===== config.mk =====
export PLATFORM = sky130hd
export DESIGN_NAME = regfile_wr_arbiter
export DESIGN_NICKNAME = d
export VERILOG_FILES = /design/src/rtl/regfile_pkg.sv /design/src/rtl/regfile_wr_arbiter_rr_pick.sv /design/src/rtl/regfile_wr_arbiter.sv
export SDC_FILE = /design/constraint.sdc
export NUM_CORES = 1
export LEC_CHECK = 0
export CAP_MARGIN = 20
export CELL_PAD_IN_SITES_DETAIL_PLACEMENT = 0
export CELL_PAD_IN_SITES_GLOBAL_PLACEMENT = 1
export CORE_ASPECT_RATIO = 0.75
export CORE_MARGIN = 4
export CORE_UTILIZATION = 28
export DETAILED_ROUTE_END_ITERATION = 10
export PLACE_DENSITY_LB_ADDON = 0.1
export SLEW_MARGIN = 30
export SYNTH_ARGS = -nofsm -noshare
export SYNTH_HDL_FRONTEND = slang
export SYNTH_SLANG_ARGS = --single-unit

===== constraint.sdc =====
create_clock -name clk_i -period 3 [get_ports clk_i]
set_input_delay 0.45 -clock clk_i [delete_from_list [all_inputs] [get_ports clk_i]]
set_output_delay 0.45 -clock clk_i [all_outputs]
set_load 0.01 [all_outputs]

===== src/rtl/regfile_pkg.sv =====
// ============================================================================
//  Module      : regfile_pkg
//  Description : Shared constants and arbiter state encoding for the register
//                file write-port arbiter.
//  Revision    : 1.0 - initial release
// ============================================================================
`default_nettype none

package regfile_pkg;

    localparam int RF_AW    = 4;
    localparam int RF_DW    = 16;
    localparam int RF_DEPTH = 16;

    // Arbiter FSM encoding
    typedef logic [0:0] arb_state_t;
    localparam arb_state_t ST_ARB    = 1'b0;
    localparam arb_state_t ST_LOCKED = 1'b1;

endpackage : regfile_pkg

`default_nettype wire


===== src/rtl/regfile_wr_arbiter_rr_pick.sv =====
// ============================================================================
//  Module      : rr_pick
//  Description : Combinational round-robin picker. Searches the request
//                vector starting at the pointer and wrapping around, and
//                returns a one-hot grant plus the granted index.
//  Revision    : 1.0 - initial release
// ============================================================================
`default_nettype none

module rr_pick #(
    parameter int N  = 4,
    parameter int IW = $clog2(N)
) (
    input  logic [N-1:0]  i_req,
    input  logic [IW-1:0] i_ptr,
    output logic [N-1:0]  o_grant,
    output logic [IW-1:0] o_idx,
    output logic          o_any
);

    // First requester at or after the pointer (with wrap) wins
    always_comb begin
        logic [IW:0]   w_sum;
        logic [IW-1:0] w_pos;
        o_grant = '0;
        o_idx   = '0;
        o_any   = 1'b0;
        w_sum   = '0;
        w_pos   = '0;
        for (int i = 0; i < N; i++) begin
            w_sum = {1'b0, i_ptr} + (IW+1)'(i);
            if (w_sum >= (IW+1)'(N)) begin
                w_sum = w_sum - (IW+1)'(N);
            end
            w_pos = w_sum[IW-1:0];
            if (!o_any && i_req[w_pos]) begin
                o_any          = 1'b1;
                o_idx          = w_pos;
                o_grant[w_pos] = 1'b1;
            end
        end
    end

endmodule : rr_pick

`default_nettype wire


===== src/rtl/regfile_wr_arbiter.sv =====
// ============================================================================
//  Module      : regfile_wr_arbiter
//  Description : Round-robin arbiter sharing the single register-file write
//                port among NREQ requesters, with optional burst lock and a
//                registered write-port drive.
//                Build option: REGFILE_WR_ZERO_PROTECT_EN - beats addressed
//                to register 0 are handshaken but never written.
//  Revision    : 1.0 - initial release
// ============================================================================
`default_nettype none

module regfile_wr_arbiter
    import regfile_pkg::*;
#(
    parameter int NREQ = 4,
    parameter int AW   = RF_AW,
    parameter int DW   = RF_DW
) (
    input  logic                    clk_i,
    input  logic                    rst_i,
    input  logic                    hold_i,
    input  logic [NREQ-1:0]         req_valid_i,
    input  logic [NREQ-1:0]         req_lock_i,
    input  logic [NREQ*AW-1:0]      req_addr_i,
    input  logic [NREQ*DW-1:0]      req_data_i,
    output logic [NREQ-1:0]         req_ready_o,
    output logic                    wr_en_o,
    output logic [AW-1:0]           wr_addr_o,
    output logic [DW-1:0]           wr_data_o,
    output logic [$clog2(NREQ)-1:0] owner_o,
    output logic                    locked_o
);

    localparam int IW = $clog2(NREQ);

    arb_state_t      r_state;
    logic [IW-1:0]   r_ptr;
    logic [IW-1:0]   r_owner;
    logic            r_wr_en;
    logic [AW-1:0]   r_wr_addr;
    logic [DW-1:0]   r_wr_data;

    logic [NREQ-1:0] w_owner_oh;
    logic [NREQ-1:0] w_pick_req;
    logic [NREQ-1:0] w_grant;
    logic [IW-1:0]   w_pick_idx;
    logic            w_pick_any;
    logic            w_block;
    logic            w_accept;
    logic [AW-1:0]   w_sel_addr;
    logic [DW-1:0]   w_sel_data;
    logic            w_sel_lock;
    logic [IW-1:0]   w_next_ptr;
    logic            w_wr_en_next;

    // While locked only the owner is eligible; otherwise everyone competes
    always_comb begin
        w_owner_oh = {{(NREQ-1){1'b0}}, 1'b1} << r_owner;
        w_pick_req = (r_state == ST_LOCKED) ? (req_valid_i & w_owner_oh) : req_valid_i;
    end

    rr_pick #(
        .N  (NREQ),
        .IW (IW)
    ) u_rr_pick (
        .i_req   (w_pick_req),
        .i_ptr   (r_ptr),
        .o_grant (w_grant),
        .o_idx   (w_pick_idx),
        .o_any   (w_pick_any)
    );

    // Handshake gating and selection of the granted beat
    always_comb begin
        w_block     = rst_i | hold_i;
        req_ready_o = w_block ? '0 : w_grant;
        w_accept    = w_pick_any & ~w_block;
        w_sel_addr  = req_addr_i[w_pick_idx*AW +: AW];
        w_sel_data  = req_data_i[w_pick_idx*DW +: DW];
        w_sel_lock  = req_lock_i[w_pick_idx];
        w_next_ptr  = (w_pick_idx == IW'(NREQ-1)) ? '0 : w_pick_idx + 1'b1;
`ifdef REGFILE_WR_ZERO_PROTECT_EN
        // Register 0 is read-only zero: accept the beat but suppress the write
        w_wr_en_next = w_accept & (w_sel_addr != '0);
`else
        w_wr_en_next = w_accept;
`endif
    end

    // FSM, pointer, owner and registered write-port drive
    always_ff @(posedge clk_i) begin
        if (rst_i) begin
            r_state   <= ST_ARB;
            r_ptr     <= '0;
            r_owner   <= '0;
            r_wr_en   <= 1'b0;
            r_wr_addr <= '0;
            r_wr_data <= '0;
        end else begin
            r_wr_en <= w_wr_en_next;
            if (w_accept) begin
                r_ptr     <= w_next_ptr;
                r_owner   <= w_pick_idx;
                r_wr_addr <= w_sel_addr;
                r_wr_data <= w_sel_data;
                r_state   <= w_sel_lock ? ST_LOCKED : ST_ARB;
            end
        end
    end

    assign wr_en_o   = r_wr_en;
    assign wr_addr_o = r_wr_addr;
    assign wr_data_o = r_wr_data;
    assign owner_o   = r_owner;
    assign locked_o  = (r_state == ST_LOCKED);

endmodule : regfile_wr_arbiter

`default_nettype wire


==> results.ini, run 1 <==
[synthesis]
synth_warnings = 0
synth_flop_cell = dfxtp_1
yosysMostFrequentCell = mux2i_1
yosysTopAreaCell = dfxtp_1
synth-seq-cells = 26
synth_top_area_share_pct = 24.1
netlist_area_um2 = 2160
synth_cell_types = 46
avgSynthCellArea_um2 = 9.19
syn-num-nets = 334
syn_inst = 235
synth_edf_count = 0
synthArstFlopShare_pct = 0
yosys-top-cells-count = 43 x mux2i_1, 26 x dfxtp_1, 21 x nand3b_1, 21 x or3_1, 20 x o311ai_1
yosys-top-cells-area = dfxtp_1 24%, mux2i_1 20%, o311ai_1 8.1%
yosysSeqAreaShare_pct = 24.1

[route]
via_per_inst = 4.84
drc = 0
ant_nets = 0
routedWlPerCell_um = 14.9
dr.pass1.iters = 6
drt_wl_total_um = 7200
vias = 2336
drtIter0Drc = 77

[clock_tree]
clkSinkCount = 26
cts_tree = built
clockRootBuffer = clkbuf_8
holdBufCountCts = 0
cts_max_path_buffers = 2
cts-htree-levels = 1
clk_latency_ns = 0.27
clk_pin_slew_ns = 0.09
cts_made_buffers = 3

[place]
dpl_cell_area_um2 = 3690
place_congestion = 0.841
port-buffer-count = 118
place_hpwl_um = 5640

[critical_path]
worst_path_most_repeated_cell = buf_4
max_stage_delay_ns = 0.54
cp.required_ns = 3.18
r2r_end = wr_data_o[12]
path_class = reg -> reg
slowest_stage = mux4_2
crit_path_cell_trace = a21bo_2 > and2_0 > mux4_2 > buf_4 > o21ai_1 > o32ai_4 > buf_4 > buf_4 > or3_1 > o311ai_1
critPathLaunchType = flip-flop
worstPathArrival_ns = 3.07
r2r_cells = 10
cp_max_fo = 7
endpoint_kind = flip-flop
r2r_start = locked_o
ff2ff_setup_slack_ns = 0.11

[floorplanning]
die_h_um = 84.1
pin_count = 119
core_um2 = 7430
rows = 27
start_util_pct = 29.1
die-area_um2 = 9200
dieWidth_um = 109

[sta]
setup_tns_ns = 0
finalSetupViolCount = 0
min_period_over_period_pct = 96.5
worstMarginPinSlew_ns = 0.393
finClkSkew_ns = 0.0102
slew_headroom_pct = 73.6
final_max_slew_viol_count = 0
min_period_ns = 2.89
holdWs_ns = 0.504
timing.fmax_mhz = 345
hold_viol_final = 0

[global_route]
grt_pass1_vias = 2355
overflow = 0
grtUsageMet1_pct = 20.7
grt_max_degree = 54
grtUsageTotal_pct = 15.6
globalRouteMet2Util_pct = 24.8
grt_pass1_wl_um = 11500
antenna_found_initial = 0
use_met3_pct = 4.72
globalRoute.busiestLayer = met2

[cells_and_area]
n_antenna_cell = 0
final_cell_area_um2 = 3870
syn_to_final_growth_pct = 79.4
fin_util_pct = 52.1
fin_nets = 482
drive_gt1_share_pct = 20.2

[pwr]
power.total_mw = 3.28
power.leakage_nw = 1.68
p_per_area_nw_per_um2 = 845
vdd_drop_max_mv = 0.793

[worst_hold_path]
min_from = wr_data_o[13]
whs_endpoint = wr_data_o[13]
whs_path_depth = 2
hold_path.class = reg -> reg

[status]
status = finished, final reports clean

[job]
maxCapViolCount = 0

[logic make-up (layout without fill, tap and decap cells)]
kind of cell	after synthesis	after routing	synth area share [%]
and+or+nand+nor	75	75	21.0
DFF	26	26	24.1
adders and majority gates	8	8	4.64
xor gates and xnor gates	1	1	0.406
muxes	45	45	22.0
buffers and inverters	24	171	5.39
AOI/OAI and AO/OA	56	56	22.5
[layout by cell type (no fill, tap or decap), drive strengths merged, types with 3 or more instances in the layout]
cell type,instances
nand2,11
o311ai,21
o21ai,4
dfxtp,26
buf,47
inv,5
ha,8
or3,21
nand3b,21
or2,3
dlymetal6s2s,3
a222oi,4
a21oi,9
nand2b,3
nor2,7
mux2i,43
clkbuf,4
clkdlybuf4s50,111
[repair_timing]
item,4_1_cts,5_1_grt
endpoints found under the setup margin,4,25
setup buffers,6,5
resized for setup,17,15
gates cloned,0,0
pin swaps,4,6
hold endpoints to repair,0,0
[report_power, final]
| group | total, mW | internal [mW] | switching, mW | leakage [nW] |
|---|---|---|---|---|
| sequential | 0.584 | 0.499 | 0.0848 | 0.216 |
| clock | 0.297 | 0.179 | 0.118 | 0.0357 |
| combinational | 2.39 | 1.28 | 1.12 | 1.43 |
[layout make-up]
type / instances / area [um^2]
fill: 742 / 3560
multi-input combinational: 185 / 1600
timing repair buffer: 162 / 1530
sequential: 26 / 526
tap: 101 / 126
clock buffer: 3 / 41.3
clock inverter: 1 / 30.0
inverter: 5 / 18.8
[worst max-delay path, delay by kind of cell (launching register included)]
kind | cells | cell delay (ns)
AOI/OAI and AO/OA | 4 | 0.78
buffers and inverters | 3 | 0.51
DFF | 1 | 0.46
muxes | 1 | 0.54
and+or+nand+nor | 2 | 0.51
[metrics by stage]
stage / setup slack, ns / instances
floorplan: 0.366 / 235
global placement: -0.405 / 469
detailed placement: -0.390 / 469
CTS: -0.0250 / 479
global route: -0.00303 / 483
finish: 0.105 / 483
[flip-flops by register name, indices dropped and copies added (netlist names)]
signal / cells
wr_en_o: 1
wr_data_o: 16
owner_o: 2
r_ptr: 2
locked_o: 1
wr_addr_o: 4
[per-layer routing]
metal	share of wire (%)	vias up	wire length (um)
met2	46	74	3280
met4	1.2	0	84
li1	-	1207	-
met5	0	-	0
met1	45	1048	3210
met3	8.7	7	623
[how the worst max path moves through the flow]
stage / from / to / slack, ns / cells past startpoint
after detailed placement: req_valid_i[2] / req_ready_o[3] / -0.39 / 8
after global routing: locked_o / wr_addr_o[1] / -0.003 / 10
after CTS: req_valid_i[2] / wr_data_o[12] / -0.02 / 12
after global placement: req_valid_i[2] / req_ready_o[0] / -0.40 / 8
after floorplan: r_ptr[0] / wr_data_o[3] / 0.37 / 10
final: locked_o / wr_data_o[12] / 0.11 / 10
Note: power is estimated with default switching activity, not from simulation.
==> run 2, diff against run 1 <==
==> constraint.sdc (replaced) <==
create_clock -name clk_i -period 3 [get_ports clk_i]
set_input_delay 0.45 -clock clk_i [delete_from_list [all_inputs] [get_ports clk_i]]
set_output_delay 0.45 -clock clk_i [all_outputs]
set_load 0.1 [all_outputs]
==> run 2 against run 1 <==
Against the previous run:
- flip-flop and latch count unchanged
- worst hold slack better by 0.0050 ns
- design area down 1.7%
- critical path depth down 3
- non-clock buffer count down 16
- combinational power up 35%
- clock skew down 0.0070 ns
- sequential power up 3.4%
- global-route usage down 0.74 points
- die area unchanged
- power up 25%
==> results.ini, run 2 (same netlist as run 1, synthesis figures left out) <==
[status]
status = finished, final reports clean

[floorplanning]
pin_count = 119  ; unchanged
die-area_um2 = 9200  ; unchanged
core_um2 = 7430  ; unchanged
die_h_um = 84.1  ; unchanged
rows = 27  ; unchanged
start_util_pct = 29.1  ; unchanged
dieWidth_um = 109  ; unchanged

[pwr]
comb_power_share_pct = 78.9  ; +5.8 points
p_seq_share_pct = 14.8  ; -3.0 points
vdd_drop_max_mv = 0.493  ; -38%
swShare_pct = 56.8  ; +16 points
p_int_mw = 1.76  ; -9.8%
power.total_mw = 4.08  ; +25%
power.leakage_nw = 1.64  ; -2.0%
power_frac_clock_pct = 6.3  ; -2.8 points
p_per_area_nw_per_um2 = 1070  ; +27%
switching_power_mw = 2.32  ; +75%

[route]
routedWlPerCell_um = 15.1  ; +1.0%
dr.pass1.iters = 5  ; -1
vias = 2322  ; -0.60%
ant_nets = 0  ; unchanged
via_per_inst = 4.97  ; +2.8%
drt_wl_total_um = 7030  ; -2.3%
drc = 0  ; unchanged
drtIter0Drc = 94  ; +22%

[global_route]
grt_pass1_wl_um = 11100  ; -3.2%
antenna_found_initial = 0  ; unchanged
grt_pass1_vias = 2289  ; -2.8%
overflow = 0  ; unchanged
grt_max_degree = 49  ; -9.3%
grtUsageTotal_pct = 14.8  ; -0.74 points

[cells_and_area]
final_cell_area_um2 = 3810  ; -1.7%
mostFrequentLayoutCell = clkdlybuf4s50_1
syn_to_final_growth_pct = 76.4
final_cell_mix = 88 x clkdlybuf4s50_1, 48 x buf_4, 43 x mux2i_1
drive_gt1_share_pct = 25.4  ; +5.3 points
layout.cells.non_filler = 467  ; -3.3%
fin_nets = 466  ; -3.3%
largest_register_ffs = 16  ; unchanged
n_antenna_cell = 0  ; unchanged

[place]
dp.cells = 455  ; -3.0%
port-buffer-count = 118  ; unchanged
place_congestion = 0.893  ; +6.1%
place_hpwl_um = 5490  ; -2.6%
dpl_cell_area_um2 = 3630  ; -1.5%

[sta]
finClkSkew_ns = 0.00313  ; -0.00704 ns
hold_viol_final = 0  ; unchanged
min_period_ns = 2.94  ; +0.0459 ns
min_period_over_period_pct = 98.0  ; +1.5 points
rsz0062_at_grt = true
holdWs_ns = 0.509  ; +0.00503 ns
slew_headroom_pct = 65.4  ; -8.2 points
finalSetupViolCount = 0  ; unchanged
timing.fmax_mhz = 340  ; -1.6%
worstMarginPinSlew_ns = 0.518  ; +0.125 ns
final_max_slew_viol_count = 0  ; unchanged

[job]
maxCapViolCount = 0  ; unchanged

[clock_tree]
cts_tree = built
clk_latency_ns = 0.27  ; about the same
clk_pin_slew_ns = 0.09  ; about the same
cts-htree-levels = 1  ; unchanged
cts_max_path_buffers = 2  ; unchanged
holdBufCountCts = 0  ; unchanged
cts_made_buffers = 3  ; unchanged
clkSinkCount = 26  ; unchanged
clockRootBuffer = clkbuf_8

[critical_path]
cp.required_ns = 2.55  ; -0.63 ns
worstPathArrival_ns = 2.49  ; -0.58 ns
startpoint = req_valid_i[0]
critPathLaunchType = input port
endpoint_kind = output port
path_class = in -> out
r2r_start = owner_o[0]
cp_max_fo = 5  ; -2

[worst_hold_path]
min_from = wr_data_o[7]
hold_path.class = reg -> reg

[run 2: changes by cell type in the layout (fill, tap and decap cells not counted), sizes merged]
cell and delta:
bufinv -1, dlymetal6s2s -1, buf +9, clkdlybuf4s50 -23
[run 2: through the flow]
step | setup WS [ns] | utilization (%) | setup TNS (ns)
floorplan | 0.0330 | - | 0
global placement | -0.131 | 48.9 | -0.387
detailed placement | -0.189 | 48.9 | -1.37
CTS | 0.0109 | 50.0 | 0
global route | -0.0304 | 51.2 | -0.0557
finish | 0.0595 | 51.2 | 0
[run 2: final timing paths]
path,slack [ns],cells after the start,end
max reg2reg,0.28,9,wr_data_o[15]
max,0.06,7,req_ready_o[3]
min reg2reg,0.51,2,wr_data_o[7]
min,0.51,2,wr_data_o[7]
[run 2: area by class of cell]
type / count / area (um^2)
repair buffers: 146 / 1420
well taps: 101 / 126
fillers: 709 / 3620
inverters: 5 / 21.3
flip-flops and latches: 26 / 533
multi-input cells: 185 / 1640
clock buffers: 4 / 66.3
[run 2: critical path: stages]
cell             delay [ns]
clkdlybuf4s50_1        0.49
and3_4                 0.22
a2111o_1               0.38
a211oi_4               0.35
a222oi_1               0.22
a21oi_4                0.20
buf_12                 0.19
[run 2: what timing repair did]
action                                 CTS  global route
endpoints found under the hold margin    0             0
pin swaps                                7            16
setup buffers                            2             6
setup endpoints to repair                4             5
gates resized for setup                  0            16
[run 2: routing by layer]
layer  GRT usage (%)  vias to the layer above  share of wire [%]  wire length [um]
li1                -                     1186                  -                 -
met1            18.8                     1059                 42              2940
met2            25.2                       75                 49              3460
met3            4.56                        2                8.5               595
met4            2.04                        0               0.51                36
met5               0                        -                  0                 0
[run 2: power groups by stage]
stage | logic [mW] | clock network, mW | registers (mW)
floorplan | 1.29 | 0 | 1.62
global placement | 3.15 | 0 | 0.610
detailed placement | 3.15 | 0 | 0.617
CTS | 3.17 | 0.271 | 0.611
global route | 3.41 | 0.282 | 0.626
finish | 3.22 | 0.255 | 0.604
==> run 3, diff against run 2 <==
Settings changed: CORE_UTILIZATION 28 to 25.
Clock period 3 ns to 2.4 ns, I/O delays scaled along.
==> run 3 against run 2 <==
Against the previous run:
- the run now ends with setup timing left
- routed wire length up 11%
- via count grew 2.8%
- register-to-register slack worse by 0.38 ns
- cell count is 4.9% higher
- clock skew increased by 0.0065 ns
- critical path depth stayed put
- sequential power grew 24%
- combinational power is 39% higher
- first-iteration DRC count grew 13%
- critical endpoint is now req_ready_o[0]
==> results.ini, run 3 (same netlist as run 1, synthesis figures left out) <==
[status]
status = complete, but fails checks
violations = setup timing

[cells_and_area]
drive_gt1_share_pct = 28.8  ; +3.4 points
mostFrequentLayoutCell = clkdlybuf4s50_1
final_cell_area_um2 = 4030  ; +5.9%
syn_to_final_growth_pct = 86.7
fin_util_pct = 47.7  ; -3.5 points
final_cell_mix = 88 x clkdlybuf4s50_1, 57 x buf_4, 43 x mux2i_1
largest_register_ffs = 16  ; unchanged
fin_nets = 482  ; +3.4%
n_antenna_cell = 0  ; unchanged

[floorplanning]
rows = 29  ; +7.4%
die_h_um = 88.5  ; +5.3%
dieWidth_um = 115  ; +5.4%
start_util_pct = 25.5  ; -3.5 points
die-area_um2 = 10200  ; +11%
core_um2 = 8450  ; +14%
pin_count = 119  ; unchanged

[sta]
hold_viol_final = 0  ; unchanged
setup_tns_ns = -3.00  ; -3.00 ns
slew_headroom_pct = 65.9  ; +0.46 points
min_period_ns = 2.75
fin_ws_ns = -0.347  ; -0.407 ns
rsz0062_at_grt = true
min_period_over_period_pct = 114
worstMarginPinSlew_ns = 0.512  ; -0.00685 ns
finClkSkew_ns = 0.00958  ; +0.00645 ns
final_max_slew_viol_count = 0  ; unchanged
finalSetupViolCount = 26  ; +26
timing.fmax_mhz = 364

[route]
drt_wl_total_um = 7830  ; +11%
routedWlPerCell_um = 16.0  ; +6.1%
vias = 2387  ; +2.8%
ant_nets = 0  ; unchanged
drc = 0  ; unchanged
drtIter0Drc = 106  ; +13%
via_per_inst = 4.87  ; -2.0%
dr.pass1.iters = 5  ; unchanged

[place]
dp_slack_ns = -0.562  ; -0.373 ns
dpl_cell_area_um2 = 3770  ; +3.7%
place_congestion = 0.885  ; -0.86%
port-buffer-count = 118  ; unchanged
place_hpwl_um = 5920  ; +7.9%

[clock_tree]
cts_made_buffers = 3  ; unchanged
cts_max_path_buffers = 2  ; unchanged
holdBufCountCts = 0  ; unchanged
cts_tree = built
clkSinkCount = 26  ; unchanged
clk_pin_slew_ns = 0.08  ; about the same
clk_latency_ns = 0.27  ; about the same
cts-htree-levels = 1  ; unchanged
clockRootBuffer = clkbuf_16

[critical_path]
path_class = reg -> out
cp.required_ns = 2.04  ; -0.51 ns
worstPathArrival_ns = 2.39  ; -0.10 ns
cp_max_fo = 6  ; +1
ff2ff_setup_slack_ns = -0.10  ; -0.38 ns
endpoint_kind = output port
critPathLaunchType = flip-flop

[pwr]
vdd_drop_max_mv = 0.769  ; +56%
swShare_pct = 54.0  ; -2.8 points
switching_power_mw = 3.07  ; +32%
p_seq_share_pct = 13.2  ; -1.6 points
p_per_area_nw_per_um2 = 1410  ; +31%
power_frac_clock_pct = 8.1  ; +1.8 points
p_int_mw = 2.61  ; +48%
comb_power_share_pct = 78.7  ; -0.2 points
power.total_mw = 5.68  ; +39%
power.leakage_nw = 1.75  ; +6.3%

[global_route]
grt_pass1_wl_um = 12400  ; +12%
grt_max_degree = 48  ; -2.0%
grtUsageTotal_pct = 15.5  ; +0.70 points
globalRoute.busiestLayer = met2
globalRouteMet2Util_pct = 25.2  ; about the same
antenna_found_initial = 0  ; unchanged
overflow = 0  ; unchanged
grtUsageMet1_pct = 19.7  ; +0.92 points
use_met3_pct = 5.54  ; +0.97 points
grt_pass1_vias = 2469  ; +7.9%

[job]
maxCapViolCount = 0  ; unchanged

[worst_hold_path]
hold_path.class = reg -> reg

==> run 3: cell count changes in the layout (fill, tap and decap cells not counted), moves of 2 or more <==
cell            previous run  this run
clkbuf_8                   3         0
nand2_2                    4         2
nand2_1                    7         9
or3_4                      0         2
clkbuf_16                  1         5
buf_4                     48        57
buf_6                      1         6
dlymetal6s2s_1             2         0
dlygate4sd2_1              0         2
or3_1                     21        19
==> run 3: per-stage QoR <==
step,cells,hold slack [ns]
after global placement,478,0.481
after floorplan,235,0.571
final,490,0.515
after CTS,486,0.519
after global routing,490,0.537
after detailed placement,478,0.482
==> run 3: power groups by stage <==
| stage | logic [mW] | registers [mW] | clock network [mW] |
|---|---|---|---|
| 6_report | 4.47 | 0.747 | 0.463 |
| 5_1_grt | 4.74 | 0.777 | 0.488 |
| 4_1_cts | 4.49 | 0.750 | 0.476 |
| 3_5_place_dp | 4.16 | 0.757 | 0 |
| 3_3_place_gp | 4.15 | 0.749 | 0 |
| 2_1_floorplan | 1.65 | 2.03 | 0 |
==> run 3: metal layers <==
metal | vias to the layer above | part of all wire, %
met5 | - | 0
met4 | 0 | 1.1
met1 | 1086 | 46
met2 | 82 | 45
li1 | 1214 | -
met3 | 5 | 7.9
==> run 3: worst max-delay path: stages (launching register included) <==
cell      delay [ns]
dfxtp_4         0.37
nand2b_4        0.16
a211o_1         0.27
a2111o_1        0.40
a211oi_4        0.31
a222oi_1        0.21
a21oi_4         0.20
buf_12          0.19
==> run 3: final timing paths <==
check,from,to,cells past startpoint
min,wr_data_o[2],wr_data_o[2],2
max,owner_o[0],req_ready_o[0],7
max reg2reg,owner_o[0],wr_data_o[1],9
min reg2reg,wr_data_o[2],wr_data_o[2],2
==> run 3: final cells by class <==
type | instances | area [um^2]
fill | 821 | 4420
multi-input combinational | 185 | 1660
timing repair buffer | 162 | 1580
sequential | 26 | 533
tap | 108 | 135
clock buffer | 4 | 100
inverter | 5 | 23.8
==> run 3: what timing repair did <==
action | 4_1_cts | 5_1_grt
pin swaps | 51 | 10
cloned | 1 | 1
resized for setup | 17 | 8
endpoints found under the hold margin | 0 | 0
setup endpoints to repair | 28 | 30
buffers inserted | 3 | 4
